===== config.mk =====
export PLATFORM = sky130hd
export DESIGN_NAME = multicycle_control_unit_flat
export DESIGN_NICKNAME = d
export VERILOG_FILES = /design/src/rtl/cu_pkg.sv /design/src/rtl/multicycle_control_unit_if.sv /design/src/rtl/cu_decoder.sv /design/src/rtl/multicycle_control_unit.sv /design/src/flat_wrapper.sv
export SDC_FILE = /design/constraint.sdc
export NUM_CORES = 1
export LEC_CHECK = 0
export CAP_MARGIN = 15
export CORE_ASPECT_RATIO = 0.8
export CORE_UTILIZATION = 40
export DETAILED_ROUTE_END_ITERATION = 7
export MAX_ROUTING_LAYER = met4
export PLACE_DENSITY_LB_ADDON = 0.2
export RECOVER_POWER = 100
export SLEW_MARGIN = 20
export SYNTH_ARGS = -nofsm -noshare
export SYNTH_HDL_FRONTEND = slang
export SYNTH_SLANG_ARGS = --single-unit

===== constraint.sdc =====
create_clock -name clk -period 1.8 [get_ports clk]
set_clock_uncertainty 0.1 [all_clocks]
set_input_delay 0.54 -clock clk [delete_from_list [all_inputs] [get_ports clk]]
set_output_delay 0.54 -clock clk [all_outputs]
set_load 0.02 [all_outputs]

===== src/rtl/cu_pkg.sv =====
// rtl/cu_pkg.sv - shared state encoding and default opcode constants for the multicycle control unit
package cu_pkg;

    localparam int STATE_W = 2;

    typedef enum logic [STATE_W-1:0] {
        FETCH     = 2'd0,
        DECODE    = 2'd1,
        EXECUTE   = 2'd2,
        WRITEBACK = 2'd3
    } state_t;

    localparam logic [5:0] DEF_RTYPE_OPCODE = 6'b000000;
    localparam logic [5:0] DEF_ITYPE_OPCODE = 6'b111111;

endpackage


===== src/rtl/multicycle_control_unit_if.sv =====
// rtl/multicycle_control_unit_if.sv - instruction-memory valid/ready handshake bundle
interface multicycle_control_unit_if #(
    parameter int OPCODE_W = 6,
    parameter int FUNCT_W  = 6
);
    logic                instr_valid;
    logic                instr_ready;
    logic [OPCODE_W-1:0] opcode;
    logic [FUNCT_W-1:0]  function_code;

    modport master (output instr_valid, output opcode, output function_code, input instr_ready);
    modport slave  (input instr_valid, input opcode, input function_code, output instr_ready);
endinterface


===== src/rtl/cu_decoder.sv =====
// rtl/cu_decoder.sv - combinational classification of the latched opcode/function code
module cu_decoder #(
    parameter int                  OPCODE_W     = 6,
    parameter int                  FUNCT_W      = 6,
    parameter logic [OPCODE_W-1:0] RTYPE_OPCODE = {OPCODE_W{1'b0}},
    parameter logic [OPCODE_W-1:0] ITYPE_OPCODE = {OPCODE_W{1'b1}}
) (
    input  logic [OPCODE_W-1:0] opcode_i,
    input  logic [FUNCT_W-1:0]  funct_i,
    output logic                is_rtype_o,
    output logic                is_itype_o,
    output logic                is_illegal_o,
    output logic                alu_src_o,
    output logic                alu_to_reg_o
);
    // Only the function-code MSB matters here; the ALU consumes the rest.
    logic unused_funct_bits;
    assign unused_funct_bits = ^funct_i[FUNCT_W-2:0];

    assign is_rtype_o   = (opcode_i == RTYPE_OPCODE);
    assign is_itype_o   = (opcode_i == ITYPE_OPCODE);
    assign is_illegal_o = !is_rtype_o && !is_itype_o;
    assign alu_src_o    = funct_i[FUNCT_W-1];
    assign alu_to_reg_o = (opcode_i != ITYPE_OPCODE);
endmodule


===== src/rtl/multicycle_control_unit.sv =====
// rtl/multicycle_control_unit.sv - FETCH/DECODE/EXECUTE/WRITEBACK sequencer; CU_RETIRE_COUNT_EN adds retired_count
module multicycle_control_unit
    import cu_pkg::*;
#(
    parameter int                  OPCODE_W     = 6,
    parameter int                  FUNCT_W      = 6,
    parameter logic [OPCODE_W-1:0] RTYPE_OPCODE = {OPCODE_W{1'b0}},
    parameter logic [OPCODE_W-1:0] ITYPE_OPCODE = {OPCODE_W{1'b1}},
    parameter int                  EXEC_TIMEOUT = 16
`ifdef CU_RETIRE_COUNT_EN
    ,
    parameter int                  CNT_W        = 16
`endif
) (
    input  logic                  clk,
    input  logic                  rst_n,
    multicycle_control_unit_if.slave bus,
    input  logic                  alu_done,
    output logic                  ir_write,
    output logic                  alu_start,
    output logic                  ALUSrc,
    output logic                  ALUtoReg,
    output logic                  reg_write,
    output logic                  pc_write,
    output logic                  illegal_instr,
    output logic                  exec_timeout,
    output logic [STATE_W-1:0]    state_dbg
`ifdef CU_RETIRE_COUNT_EN
    ,
    output logic [CNT_W-1:0]      retired_count
`endif
);
    localparam int                WAIT_W   = $clog2(EXEC_TIMEOUT + 1);
    localparam logic [WAIT_W-1:0] WAIT_ONE = WAIT_W'(1);
    localparam logic [WAIT_W-1:0] WAIT_MAX = WAIT_W'(EXEC_TIMEOUT);

    state_t                state_q, state_d;
    logic [WAIT_W-1:0]     wait_q, wait_d;
    logic [OPCODE_W-1:0]   opcode_q;
    logic [FUNCT_W-1:0]    funct_q;
    logic                  ir_load;
    logic                  is_rtype, is_itype, is_illegal, alu_src, alu_to_reg;

    cu_decoder #(
        .OPCODE_W    (OPCODE_W),
        .FUNCT_W     (FUNCT_W),
        .RTYPE_OPCODE(RTYPE_OPCODE),
        .ITYPE_OPCODE(ITYPE_OPCODE)
    ) u_decoder (
        .opcode_i    (opcode_q),
        .funct_i     (funct_q),
        .is_rtype_o  (is_rtype),
        .is_itype_o  (is_itype),
        .is_illegal_o(is_illegal),
        .alu_src_o   (alu_src),
        .alu_to_reg_o(alu_to_reg)
    );

    assign bus.instr_ready = (state_q == FETCH);
    assign ir_write        = ir_load;
    assign state_dbg       = state_q;

    always_ff @(posedge clk or negedge rst_n) begin
        if (!rst_n) begin
            state_q  <= FETCH;
            wait_q   <= '0;
            opcode_q <= '0;
            funct_q  <= '0;
        end else begin
            state_q <= state_d;
            wait_q  <= wait_d;
            if (ir_load) begin
                opcode_q <= bus.opcode;
                funct_q  <= bus.function_code;
            end
        end
    end

    always_comb begin
        state_d       = state_q;
        wait_d        = wait_q;
        ir_load       = 1'b0;
        alu_start     = 1'b0;
        reg_write     = 1'b0;
        pc_write      = 1'b0;
        illegal_instr = 1'b0;
        exec_timeout  = 1'b0;
        ALUSrc        = 1'b0;
        ALUtoReg      = 1'b0;
        unique case (state_q)
            FETCH: begin
                if (bus.instr_valid) begin
                    ir_load = 1'b1;
                    state_d = DECODE;
                end
            end
            DECODE: begin
                if (is_illegal) begin
                    illegal_instr = 1'b1;
                    pc_write      = 1'b1;
                    state_d       = FETCH;
                end else if (is_rtype) begin
                    wait_d  = WAIT_ONE;
                    state_d = EXECUTE;
                end else if (is_itype) begin
                    state_d = WRITEBACK;
                end
            end
            EXECUTE: begin
                // The counter reads 1 only on the entry cycle, which marks alu_start.
                alu_start = (wait_q == WAIT_ONE);
                if (alu_src || alu_done) begin
                    state_d = WRITEBACK;
                end else if (wait_q == WAIT_MAX) begin
                    exec_timeout = 1'b1;
                    pc_write     = 1'b1;
                    state_d      = FETCH;
                end else begin
                    wait_d = wait_q + WAIT_ONE;
                end
            end
            WRITEBACK: begin
                reg_write = 1'b1;
                pc_write  = 1'b1;
                state_d   = FETCH;
            end
            default: state_d = FETCH;
        endcase
        if (state_q != FETCH) begin
            ALUSrc   = alu_src;
            ALUtoReg = alu_to_reg;
        end
    end

`ifdef CU_RETIRE_COUNT_EN
    logic [CNT_W-1:0] retired_q;

    always_ff @(posedge clk or negedge rst_n) begin
        if (!rst_n) begin
            retired_q <= '0;
        end else if (state_q == WRITEBACK) begin
            retired_q <= retired_q + 1'b1;
        end
    end

    assign retired_count = retired_q;
`endif
endmodule


===== src/flat_wrapper.sv =====
// flat-port wrapper written by rule: the top's interface ports become plain ports
module multicycle_control_unit_flat import cu_pkg::*;
#(
    parameter int                  OPCODE_W     = 6,
    parameter int                  FUNCT_W      = 6,
    parameter logic [OPCODE_W-1:0] RTYPE_OPCODE = {OPCODE_W{1'b0}},
    parameter logic [OPCODE_W-1:0] ITYPE_OPCODE = {OPCODE_W{1'b1}},
    parameter int                  EXEC_TIMEOUT = 16

)
  (clk, rst_n, alu_done, ir_write, alu_start, ALUSrc, ALUtoReg, reg_write, pc_write, illegal_instr, exec_timeout, state_dbg, bus_instr_valid, bus_opcode, bus_function_code, bus_instr_ready);
  multicycle_control_unit_if #(.OPCODE_W(OPCODE_W), .FUNCT_W(FUNCT_W)) bus_i ();
  input  logic clk;
  input  logic rst_n;
  input  logic alu_done;
  output logic ir_write;
  output logic alu_start;
  output logic ALUSrc;
  output logic ALUtoReg;
  output logic reg_write;
  output logic pc_write;
  output logic illegal_instr;
  output logic exec_timeout;
  output logic [STATE_W-1:0] state_dbg;
  input wire logic [$bits(bus_i.instr_valid)-1:0] bus_instr_valid;
  input wire logic [$bits(bus_i.opcode)-1:0] bus_opcode;
  input wire logic [$bits(bus_i.function_code)-1:0] bus_function_code;
  output wire logic [$bits(bus_i.instr_ready)-1:0] bus_instr_ready;
  assign bus_i.instr_valid = bus_instr_valid;
  assign bus_i.opcode = bus_opcode;
  assign bus_i.function_code = bus_function_code;
  assign bus_instr_ready = bus_i.instr_ready;
  multicycle_control_unit #(.OPCODE_W(OPCODE_W), .FUNCT_W(FUNCT_W), .RTYPE_OPCODE(RTYPE_OPCODE), .ITYPE_OPCODE(ITYPE_OPCODE), .EXEC_TIMEOUT(EXEC_TIMEOUT)) u_core (.clk(clk), .rst_n(rst_n), .bus(bus_i), .alu_done(alu_done), .ir_write(ir_write), .alu_start(alu_start), .ALUSrc(ALUSrc), .ALUtoReg(ALUtoReg), .reg_write(reg_write), .pc_write(pc_write), .illegal_instr(illegal_instr), .exec_timeout(exec_timeout), .state_dbg(state_dbg));
endmodule

==> impl_metrics.py, run 1 <==
metrics = {
    "routing": {
        "vias": 1018,
        "dr.pass1.iters": 4,
        "drtIter0Drc": 29,
        "drt-wirelength-per-cell_um": 19.6,
        "final_antenna_net_count": 0,
        "vias_per_cell": 5.78,
        "drt-total-wl_mm": 3.45,
        "drc": 0,
    },
    "place": {
        "portBuffers": 21,
        "place_ws_ps": -933,
        "place_hpwl_mm": 1.89,
        "gp_congestion": 0.891,
    },
    "power_and_ir_drop": {
        "p_switching_uw": 963,
        "powerDensity_mw_per_mm2": 1360,
        "pwr-share-seq_pct": 24.7,
        "p_total_uw": 2280,
        "leakage_uw": 0.000760,
        "power.internal_uw": 1320,
        "p_clk_share_pct": 10.5,
        "peakVddDrop_mv": 1.29,
        "p_comb_share_pct": 64.8,
        "switching_share_pct": 42.2,
    },
    "global_route": {
        "grt_usage_pct": 31.4,
        "top_usage_layer": "met2",
        "grt_use_met1_pct": 36.2,
        "grt_max_degree": 15,
        "first_global_vias": 1028,
        "grt_pass1_wl_mm": 4.85,
        "grt-ovfl-total": 0,
        "gr-usage-met3_pct": 8.77,
        "grtUsageMet2_pct": 51.6,
        "antenna_found_initial": 0,
    },
    "clock_network": {
        "h-tree-depth": 1,
        "cts_buffers": 3,
        "hold_buffers": 0,
        "clock-sinks": 14,
        "cts_tree": "built",
        "clk_pin_slew_ps": 90,
        "cts_buffer_depth": 2,
        "insertion_delay_ps": 300,
        "root_buffer": "clkbuf_4",
    },
    "setup_path": {
        "cpMaxStageDelayCell": "dfrtp_1",
        "ff2ff_path_depth": 7,
        "required_ps": 1160,
        "cp_max_fo": 3,
        "cp-start-kind": "flop",
        "regToRegSetupSlack_ps": -270,
        "crit_arrival_ps": 1750,
        "reg2reg_from": "u_core.state_dbg[1]$_DFFE_PN0P_",
        "reg2reg_to": "u_core.wait_q[3]$_DFFE_PN0P_",
        "crit_path_end_kind": "output port",
        "cp_num_buf_inv": 1,
        "critPathMaxStageDelay_ps": 440,
        "cp_cell_sequence": "nor4_4, nor3b_4, nor3_4, o31a_1, buf_6",
        "cp_top_family": "simple AND/OR/NAND/NOR gates",
        "crit_type": "flop to output port",
    },
    "yosys": {
        "syn_area_per_cell_um2": 10.5,
        "synth_area_um2": 858,
        "mappedNetlistNets": 105,
        "synth_cell_types": 32,
        "synthCells": 82,
        "synth_seq_cells": 14,
        "yosys_warnings": 0,
        "synth_sequential_area_ratio_pct": 40.8,
    },
    "die": {
        "initial_core_util_pct": 44.1,
        "io_pins": 27,
        "row_count": 14,
        "dieArea_mm2": 0.00234,
        "coreArea_mm2": 0.00194,
        "die_h_um": 43.4,
        "fp.dieW_um": 53.8,
    },
    "min_path": {
        "whs_endpoint": "u_core.wait_q[0]$_DFFE_PN0P_",
        "hold_class": "flop to flop",
        "min_from": "u_core.wait_q[0]$_DFFE_PN0P_",
        "hold_path_depth": 2,
    },
    "cells_and_area": {
        "drive_gt1_share_pct": 61.8,
        "diodes": 0,
        "synthToLayoutAreaGrowth_pct": 95.5,
        "layout_commonest_cell": "buf_4",
        "final_cell_mix": "buf_4 (39), buf_6 (13), dfrtp_1 (13)",
        "final_nets": 176,
        "fillers": 97,
        "final_core_util_pct": 86.3,
    },
    "job": {
        "maxCapViolCount": 0,
    },
    "sta": {
        "fin_tns_setup_ps": -3960,
        "post-route-min-period_ps": 2390,
        "hold_ws_ps": 534,
        "fin_crit_sh_pct": 133,
        "tightest_slew_ps": 791,
        "fmax_ghz": 0.418,
        "maxSlewHeadroom_pct": 47.3,
        "setup_viol": 17,
        "rsz0062_at_grt": "yes",
        "hold_viol_final": 0,
        "drv_slew": 0,
        "worst_slack_ps": -595,
    },
    "outcome": {
        "status": "finished, violations left",
        "violations": "setup timing",
    },
}
## flip-flops by register name, indices dropped and copies added, names as in the netlist
name and cells:
u_core.opcode_q 6, u_core.wait_q 5, u_core.state_dbg 2, u_core.funct_q 1
## cell families after synthesis
family,synth area share (%)
and+or+nand+nor,20.0
AOI/OAI and AO/OA,15.5
DFF,40.8
buffers and inverters,4.37
muxes,9.18
adders and majority gates,10.2
## synthesized netlist by cell type (all sizes together)
master / count / area share (%)
dfrtp: 14 / 41
inv: 10 / 4.4
ha: 7 / 10
mux2: 7 / 9.2
o21ai: 5 / 2.9
nor2: 4 / 1.7
a21oi: 3 / 1.7
nand4: 3 / 2.2
nor3: 3 / 1.7
nor4: 3 / 3.9
a31oi: 2 / 1.5
and3: 2 / 1.5
nand2: 2 / 0.87
nor3b: 2 / 2.3
a211o: 1 / 1.0
a211oi: 1 / 0.87
a22o: 1 / 1.0
a22oi: 1 / 1.5
and4bb: 1 / 1.5
nand2b: 1 / 0.73
nand3: 1 / 0.58
nand4bb: 1 / 1.3
nor2b: 1 / 0.73
o2111ai: 1 / 1.0
o21bai: 1 / 0.87
o311ai: 1 / 1.0
o31a: 1 / 1.0
o41ai: 1 / 1.0
or4: 1 / 0.87
## how the worst max path moves through the flow
stage / from / slack [ps] / endpoint / cells past startpoint
CTS: u_core.opcode_q[3]$_DFFE_PN0P_ / -560 / pc_write / 5
detailed placement: alu_done / -930 / pc_write / 5
floorplan: u_core.opcode_q[0]$_DFFE_PN0P_ / -260 / pc_write / 4
finish: u_core.opcode_q[1]$_DFFE_PN0P_ / -590 / pc_write / 5
global placement: alu_done / -910 / pc_write / 5
global route: u_core.opcode_q[0]$_DFFE_PN0P_ / -680 / pc_write / 5
## per-layer routing
metal	routed length (um)	part of all wire, %
met5	0	0
met2	1670	48
met3	280	8.1
met1	1370	40
met4	126	3.7
## metrics by stage
step / instances / instance area [um^2]
after floorplan: 82 / 906
after global placement: 158 / 1380
after detailed placement: 158 / 1380
after CTS: 172 / 1580
after global routing: 176 / 1680
final: 176 / 1680
## power by group through the flow
| stage | clock network [uW] | registers, uW | logic, uW |
|---|---|---|---|
| floorplan | 0 | 546 | 521 |
| global placement | 0 | 531 | 1100 |
| detailed placement | 0 | 539 | 1120 |
| CTS | 237 | 541 | 1320 |
| global route | 260 | 567 | 1570 |
| finish | 240 | 563 | 1480 |
## cell type report
class / instances / area, um^2 / share of cell area, %
inverters: 10 / 40.0 / 2.39
well taps: 24 / 30.0 / 1.79
clock buffers: 4 / 36.3 / 2.16
flip-flops and latches: 14 / 352 / 21.0
multi-input cells: 58 / 656 / 39.1
repair buffers: 66 / 564 / 33.6
## tightest hold or removal path: cells and delay by family, from the launching register on
family,cells,cell delay (ps)
buffers and inverters,1,150
AOI/OAI and AO/OA,1,80
DFF,1,360
## repair_timing
item / 4_1_cts / 5_1_grt
setup endpoints to repair: 17 / 17
buffers inserted: 10 / 8
endpoints found under the hold margin: 0 / 0
pin swaps: 9 / 6
gates resized for setup: 75 / 22
cloned: 0 / 0
Note: power is estimated with default switching activity, not from simulation.
==> inputs of run 2 (changes only) <==
--- a/config.mk
+++ b/config.mk
@@ -9,6 +9,7 @@
 export CORE_ASPECT_RATIO = 0.8
 export CORE_UTILIZATION = 40
 export DETAILED_ROUTE_END_ITERATION = 7
+export GPL_TIMING_DRIVEN = 0
 export MAX_ROUTING_LAYER = met4
 export PLACE_DENSITY_LB_ADDON = 0.2
 export RECOVER_POWER = 100
==> run 2 against run 1 <==
The flow still finishes with violations (setup timing). Register-to-register slack gained 60 ps. Non-clock buffer count shrank 25. Hold slack lost 32 ps. Clock power shrank 5%. Cell count shrank 14%. Flip-flop and latch count is the same. Sequential share of layout area grew 3.8 points. Critical endpoint unchanged.
==> impl_metrics.py, run 2 (synthesized netlist as in run 1, its figures left out) <==
metrics = {
    "outcome": {
        "status": "finished, violations left",
        "violations": "setup timing",
    },
    "die": {
        "dieArea_mm2": 0.00234,
        "die_h_um": 43.4,
        "initial_core_util_pct": 44.1,
        "row_count": 14,
        "io_pins": 27,
        "fp.dieW_um": 53.8,
        "coreArea_mm2": 0.00194,
    },
    "setup_path": {
        "crit_path_end_kind": "output port",
        "cp_max_fo": 2,
        "reg2reg_to": "u_core.wait_q[3]$_DFFE_PN0P_",
        "cp-startpoint": "u_core.opcode_q[3]$_DFFE_PN0P_",
        "cp_top_family": "simple AND/OR/NAND/NOR gates",
        "regToRegSetupSlack_ps": -210,
        "cpMaxStageDelayCell": "dfrtp_1",
        "crit_type": "flop to output port",
        "cp_num_buf_inv": 1,
        "endpoint": "pc_write",
        "required_ps": 1160,
        "cp-start-kind": "flop",
        "cp_cell_sequence": "nor4_4, nor3b_4, nor3_4, o31a_1, buf_6",
        "crit_cells": 5,
        "critPathMaxStageDelay_ps": 420,
        "reg2reg_from": "u_core.state_dbg[0]$_DFFE_PN0P_",
        "ff2ff_path_depth": 6,
        "crit_arrival_ps": 1730,
    },
    "sta": {
        "fmax_ghz": 0.421,
        "rsz0062_at_grt": "yes",
        "post-route-min-period_ps": 2370,
        "fin_tns_setup_ps": -3070,
        "maxSlewHeadroom_pct": 55.7,
        "tightest_slew_ps": 662,
        "hold_viol_final": 0,
        "setup_viol": 13,
        "worst_slack_ps": -573,
        "fin_crit_sh_pct": 132,
        "drv_slew": 0,
        "hold_ws_ps": 502,
    },
    "cells_and_area": {
        "top_register": "u_core.opcode_q",
        "fin_area_mm2": 0.00142,
        "seqCellArea_um2": 352,
        "layout_commonest_cell": "buf_4",
        "final_cell_mix": "buf_4 (17), dfrtp_1 (13), buf_6 (11)",
        "multi_input_area_um2": 597,
        "final_core_util_pct": 72.9,
        "drive_gt1_share_pct": 47.2,
        "synthToLayoutAreaGrowth_pct": 65.2,
        "diodes": 0,
        "fillers": 143,
        "final_nets": 151,
        "largest_reg_flops": 6,
    },
    "clock_network": {
        "cts_tree": "built",
        "clk_pin_slew_ps": 80,
        "h-tree-depth": 1,
        "cts_buffers": 3,
        "hold_buffers": 0,
        "cts_buffer_depth": 2,
        "insertion_delay_ps": 290,
        "root_buffer": "clkbuf_4",
        "clock-sinks": 14,
    },
    "routing": {
        "drc": 0,
        "vias_per_cell": 5.61,
        "drt-wirelength-per-cell_um": 16.5,
        "drt-total-wl_mm": 2.49,
        "vias": 847,
        "final_antenna_net_count": 0,
        "drtIter0Drc": 17,
        "dr.pass1.iters": 4,
    },
    "job": {
        "maxCapViolCount": 0,
    },
    "place": {
        "portBuffers": 21,
        "gp_congestion": 0.840,
        "place_hpwl_mm": 1.49,
        "dpl-instance-area_mm2": 0.00115,
    },
    "min_path": {
        "min_from": "u_core.opcode_q[1]$_DFFE_PN0P_",
        "hold_class": "flop to flop",
    },
    "global_route": {
        "grt_pass1_wl_mm": 4.04,
        "grt_max_degree": 15,
        "grt_usage_pct": 26.1,
        "first_global_vias": 822,
        "antenna_found_initial": 0,
        "grt-ovfl-total": 0,
    },
    "power_and_ir_drop": {
        "peakVddDrop_mv": 1.02,
        "leakage_uw": 0.000603,
        "p_total_uw": 1920,
        "powerDensity_mw_per_mm2": 1350,
    },
}
-- run 2: layer usage --
metal,GRT usage [%],vias up,wire length [um]
li1,-,400,-
met1,31.7,403,1080
met5,-,-,0
met2,39.5,35,1210
met4,11.6,0,61
met3,7.72,9,139
-- run 2: through the flow --
stage	instances	setup slack, ps
floorplan	82	-263
global placement	127	-1090
detailed placement	127	-1120
CTS	146	-565
global route	151	-671
finish	151	-573
-- run 2: report_power, final --
| group | switching [uW] | internal (uW) | leakage [uW] |
|---|---|---|---|
| sequential | 136 | 415 | 0.000171 |
| combinational | 563 | 577 | 0.000410 |
| clock | 106 | 123 | 0.0000210 |
-- run 2: final cells by class --
class | instances | share of cell area (%)
clock buffer | 4 | 2.56
inverter | 10 | 3.00
multi-input combinational | 58 | 42.1
sequential | 14 | 24.8
tap | 24 | 2.12
timing repair buffer | 41 | 25.4
-- run 2: worst min-delay path by stage --
stage	endpoint	slack [ps]	cells after the start
after floorplan	u_core.funct_q[5]$_DFFE_PN0P_	140	0
after global placement	u_core.wait_q[0]$_DFFE_PN0P_	450	1
after detailed placement	u_core.wait_q[1]$_DFFE_PN0P_	450	1
after CTS	u_core.wait_q[4]$_DFFE_PN0P_	490	1
after global routing	u_core.opcode_q[1]$_DFFE_PN0P_	530	1
final	u_core.opcode_q[1]$_DFFE_PN0P_	500	1
-- run 2: what timing repair did --
action	in CTS	in global routing
pin swaps	8	3
gates cloned	0	0
buffers inserted	15	5
resized for setup	69	17
setup endpoints to repair	16	16
==> inputs of run 3 (changes only) <==
--- a/config.mk
+++ b/config.mk
@@ -7,7 +7,8 @@
 export LEC_CHECK = 0
 export CAP_MARGIN = 15
 export CORE_ASPECT_RATIO = 0.8
-export CORE_UTILIZATION = 40
+export CORE_UTILIZATION = 43
+export CTS_BUF_LIST = sky130_fd_sc_hd__clkbuf_8
 export DETAILED_ROUTE_END_ITERATION = 7
 export GPL_TIMING_DRIVEN = 0
 export MAX_ROUTING_LAYER = met4
==> run 3 against run 2 <==
Critical path depth unchanged. Sequential power rose by 7.1%. Maximum frequency rose by 0.68%. Setup slack improved by 16 ps. Final area up 11%. Non-clock buffer count is 12 higher. Die area shrank 6.7%. Routed wire length up 36%. Utilization up 11 points. The run still ends with setup timing left.
==> impl_metrics.py, run 3 (synthesized netlist as in run 1, its figures left out) <==
metrics = {
    "outcome": {
        "status": "finished, violations left",
        "violations": "setup timing",
    },
    "sta": {
        "rsz0062_at_grt": "yes",
        "worst_slack_ps": -557,
        "setup_viol": 14,
        "hold_viol_final": 0,
        "maxSlewHeadroom_pct": 53.0,
        "post-route-min-period_ps": 2360,
        "drv_slew": 0,
        "fin_crit_sh_pct": 131,
        "tightest_slew_ps": 703,
        "fmax_ghz": 0.424,
    },
    "cells_and_area": {
        "largest_reg_flops": 6,
        "fin_area_mm2": 0.00158,
        "drive_gt1_share_pct": 57.6,
        "layout_commonest_cell": "buf_4",
        "final_nets": 163,
        "synthToLayoutAreaGrowth_pct": 83.5,
        "final_cell_mix": "buf_4 (28), buf_6 (12), dfrtp_1 (12)",
        "top_register": "u_core.opcode_q",
        "stdcell_count": 163,
        "diodes": 0,
    },
    "setup_path": {
        "required_ps": 1160,
        "crit_arrival_ps": 1720,
        "ff2ff_path_depth": 7,
        "crit_path_end_kind": "output port",
        "regToRegSetupSlack_ps": -410,
        "cp_max_fo": 3,
        "crit_type": "flop to output port",
        "reg2reg_to": "u_core.wait_q[2]$_DFFE_PN0P_",
        "cp-start-kind": "flop",
        "reg2reg_from": "u_core.state_dbg[1]$_DFFE_PN0P_",
    },
    "clock_network": {
        "cts_buffers": 3,
        "h-tree-depth": 1,
        "clock-sinks": 14,
        "hold_buffers": 0,
        "insertion_delay_ps": 260,
        "cts_buffer_depth": 2,
        "root_buffer": "clkbuf_8",
        "cts_tree": "built",
        "clk_pin_slew_ps": 60,
    },
    "power_and_ir_drop": {
        "powerDensity_mw_per_mm2": 1440,
        "leakage_uw": 0.000682,
        "peakVddDrop_mv": 1.13,
    },
    "global_route": {
        "antenna_found_initial": 0,
        "grt_usage_pct": 30.3,
        "grt_max_degree": 15,
        "first_global_vias": 909,
        "grt_pass1_wl_mm": 4.44,
        "grt-ovfl-total": 0,
    },
    "routing": {
        "vias": 966,
        "drtIter0Drc": 25,
        "drt-wirelength-per-cell_um": 20.8,
        "vias_per_cell": 5.93,
        "dr.pass1.iters": 4,
        "final_antenna_net_count": 0,
        "drt-total-wl_mm": 3.39,
        "drc": 0,
    },
    "min_path": {
        "hold_class": "flop to flop",
        "hold_path_depth": 1,
        "whs_endpoint": "u_core.opcode_q[0]$_DFFE_PN0P_",
        "min_from": "u_core.opcode_q[0]$_DFFE_PN0P_",
    },
    "place": {
        "portBuffers": 21,
        "gp_congestion": 0.866,
        "dpl-instance-area_mm2": 0.00115,
        "dp.cells": 127,
        "place_hpwl_mm": 1.44,
    },
    "die": {
        "initial_core_util_pct": 45.8,
        "die_h_um": 42.0,
        "row_count": 14,
        "io_pins": 27,
        "coreArea_mm2": 0.00187,
        "fp.dieW_um": 52.0,
        "dieArea_mm2": 0.00218,
    },
    "job": {
        "maxCapViolCount": 0,
    },
}
-- run 3: changes by cell type in the layout (fill, tap and decap cells not counted), sizes merged --
cell and change:
buf +12, clkbuf -1, dlygate4sd2 +1
-- run 3: power by group --
part           leakage, uW  switching, uW  internal [uW]
registers         0.000171            171            420
clock network    0.0000288            123            194
logic             0.000482            644            712
total             0.000682            938           1330
-- run 3: cell type report --
type | count | area, um^2
repair buffers | 53 | 464
flip-flops and latches | 14 | 353
well taps | 24 | 30.0
clock buffers | 4 | 55.1
inverters | 10 | 47.5
multi-input cells | 58 | 626
fillers | 102 | 299
-- run 3: through the flow --
stage / util, % / hold slack, ps / setup slack [ps] / power [uW] / setup TNS, ps
after floorplan: - / 144 / -263 / 1070 / -371
after global placement: 61.1 / 451 / -1090 / 1350 / -6400
after detailed placement: 61.1 / 453 / -1110 / 1370 / -6840
after CTS: 74.5 / 483 / -542 / 1980 / -1840
after global routing: 84.0 / 525 / -622 / 2350 / -4880
final: 84.0 / 503 / -557 / 2260 / -3960
-- run 3: repair_timing --
action	CTS	global route
gates resized for setup	71	24
gates cloned	0	0
buffers inserted	19	14
pin swaps	7	5
setup endpoints to repair	18	18
-- run 3: worst max-delay path by stage --
stage	endpoint	slack [ps]	start	cells past startpoint
3_3_place_gp	pc_write	-1090	alu_done	5
6_report	pc_write	-560	u_core.opcode_q[0]$_DFFE_PN0P_	5
5_1_grt	pc_write	-620	u_core.opcode_q[0]$_DFFE_PN0P_	5
4_1_cts	pc_write	-540	u_core.opcode_q[3]$_DFFE_PN0P_	5
2_1_floorplan	pc_write	-260	u_core.opcode_q[0]$_DFFE_PN0P_	4
3_5_place_dp	pc_write	-1110	alu_done	5
-- run 3: worst max-delay path: stages, from the launching register on --
cell     delay [ps]
dfrtp_1         420
nor4_4          300
nor3b_4         290
nor3_4           70
o31a_1          250
buf_6           130
-- run 3: layer usage --
| metal | global-route usage [%] | part of all wire, % | vias up | wire length, um |
|---|---|---|---|---|
| li1 | - | - | 425 | - |
| met1 | 34.6 | 42 | 466 | 1430 |
| met2 | 49.0 | 48 | 60 | 1620 |
| met3 | 7.33 | 6.9 | 15 | 234 |
| met4 | 15.1 | 3.0 | 0 | 101 |
| met5 | - | 0 | - | 0 |
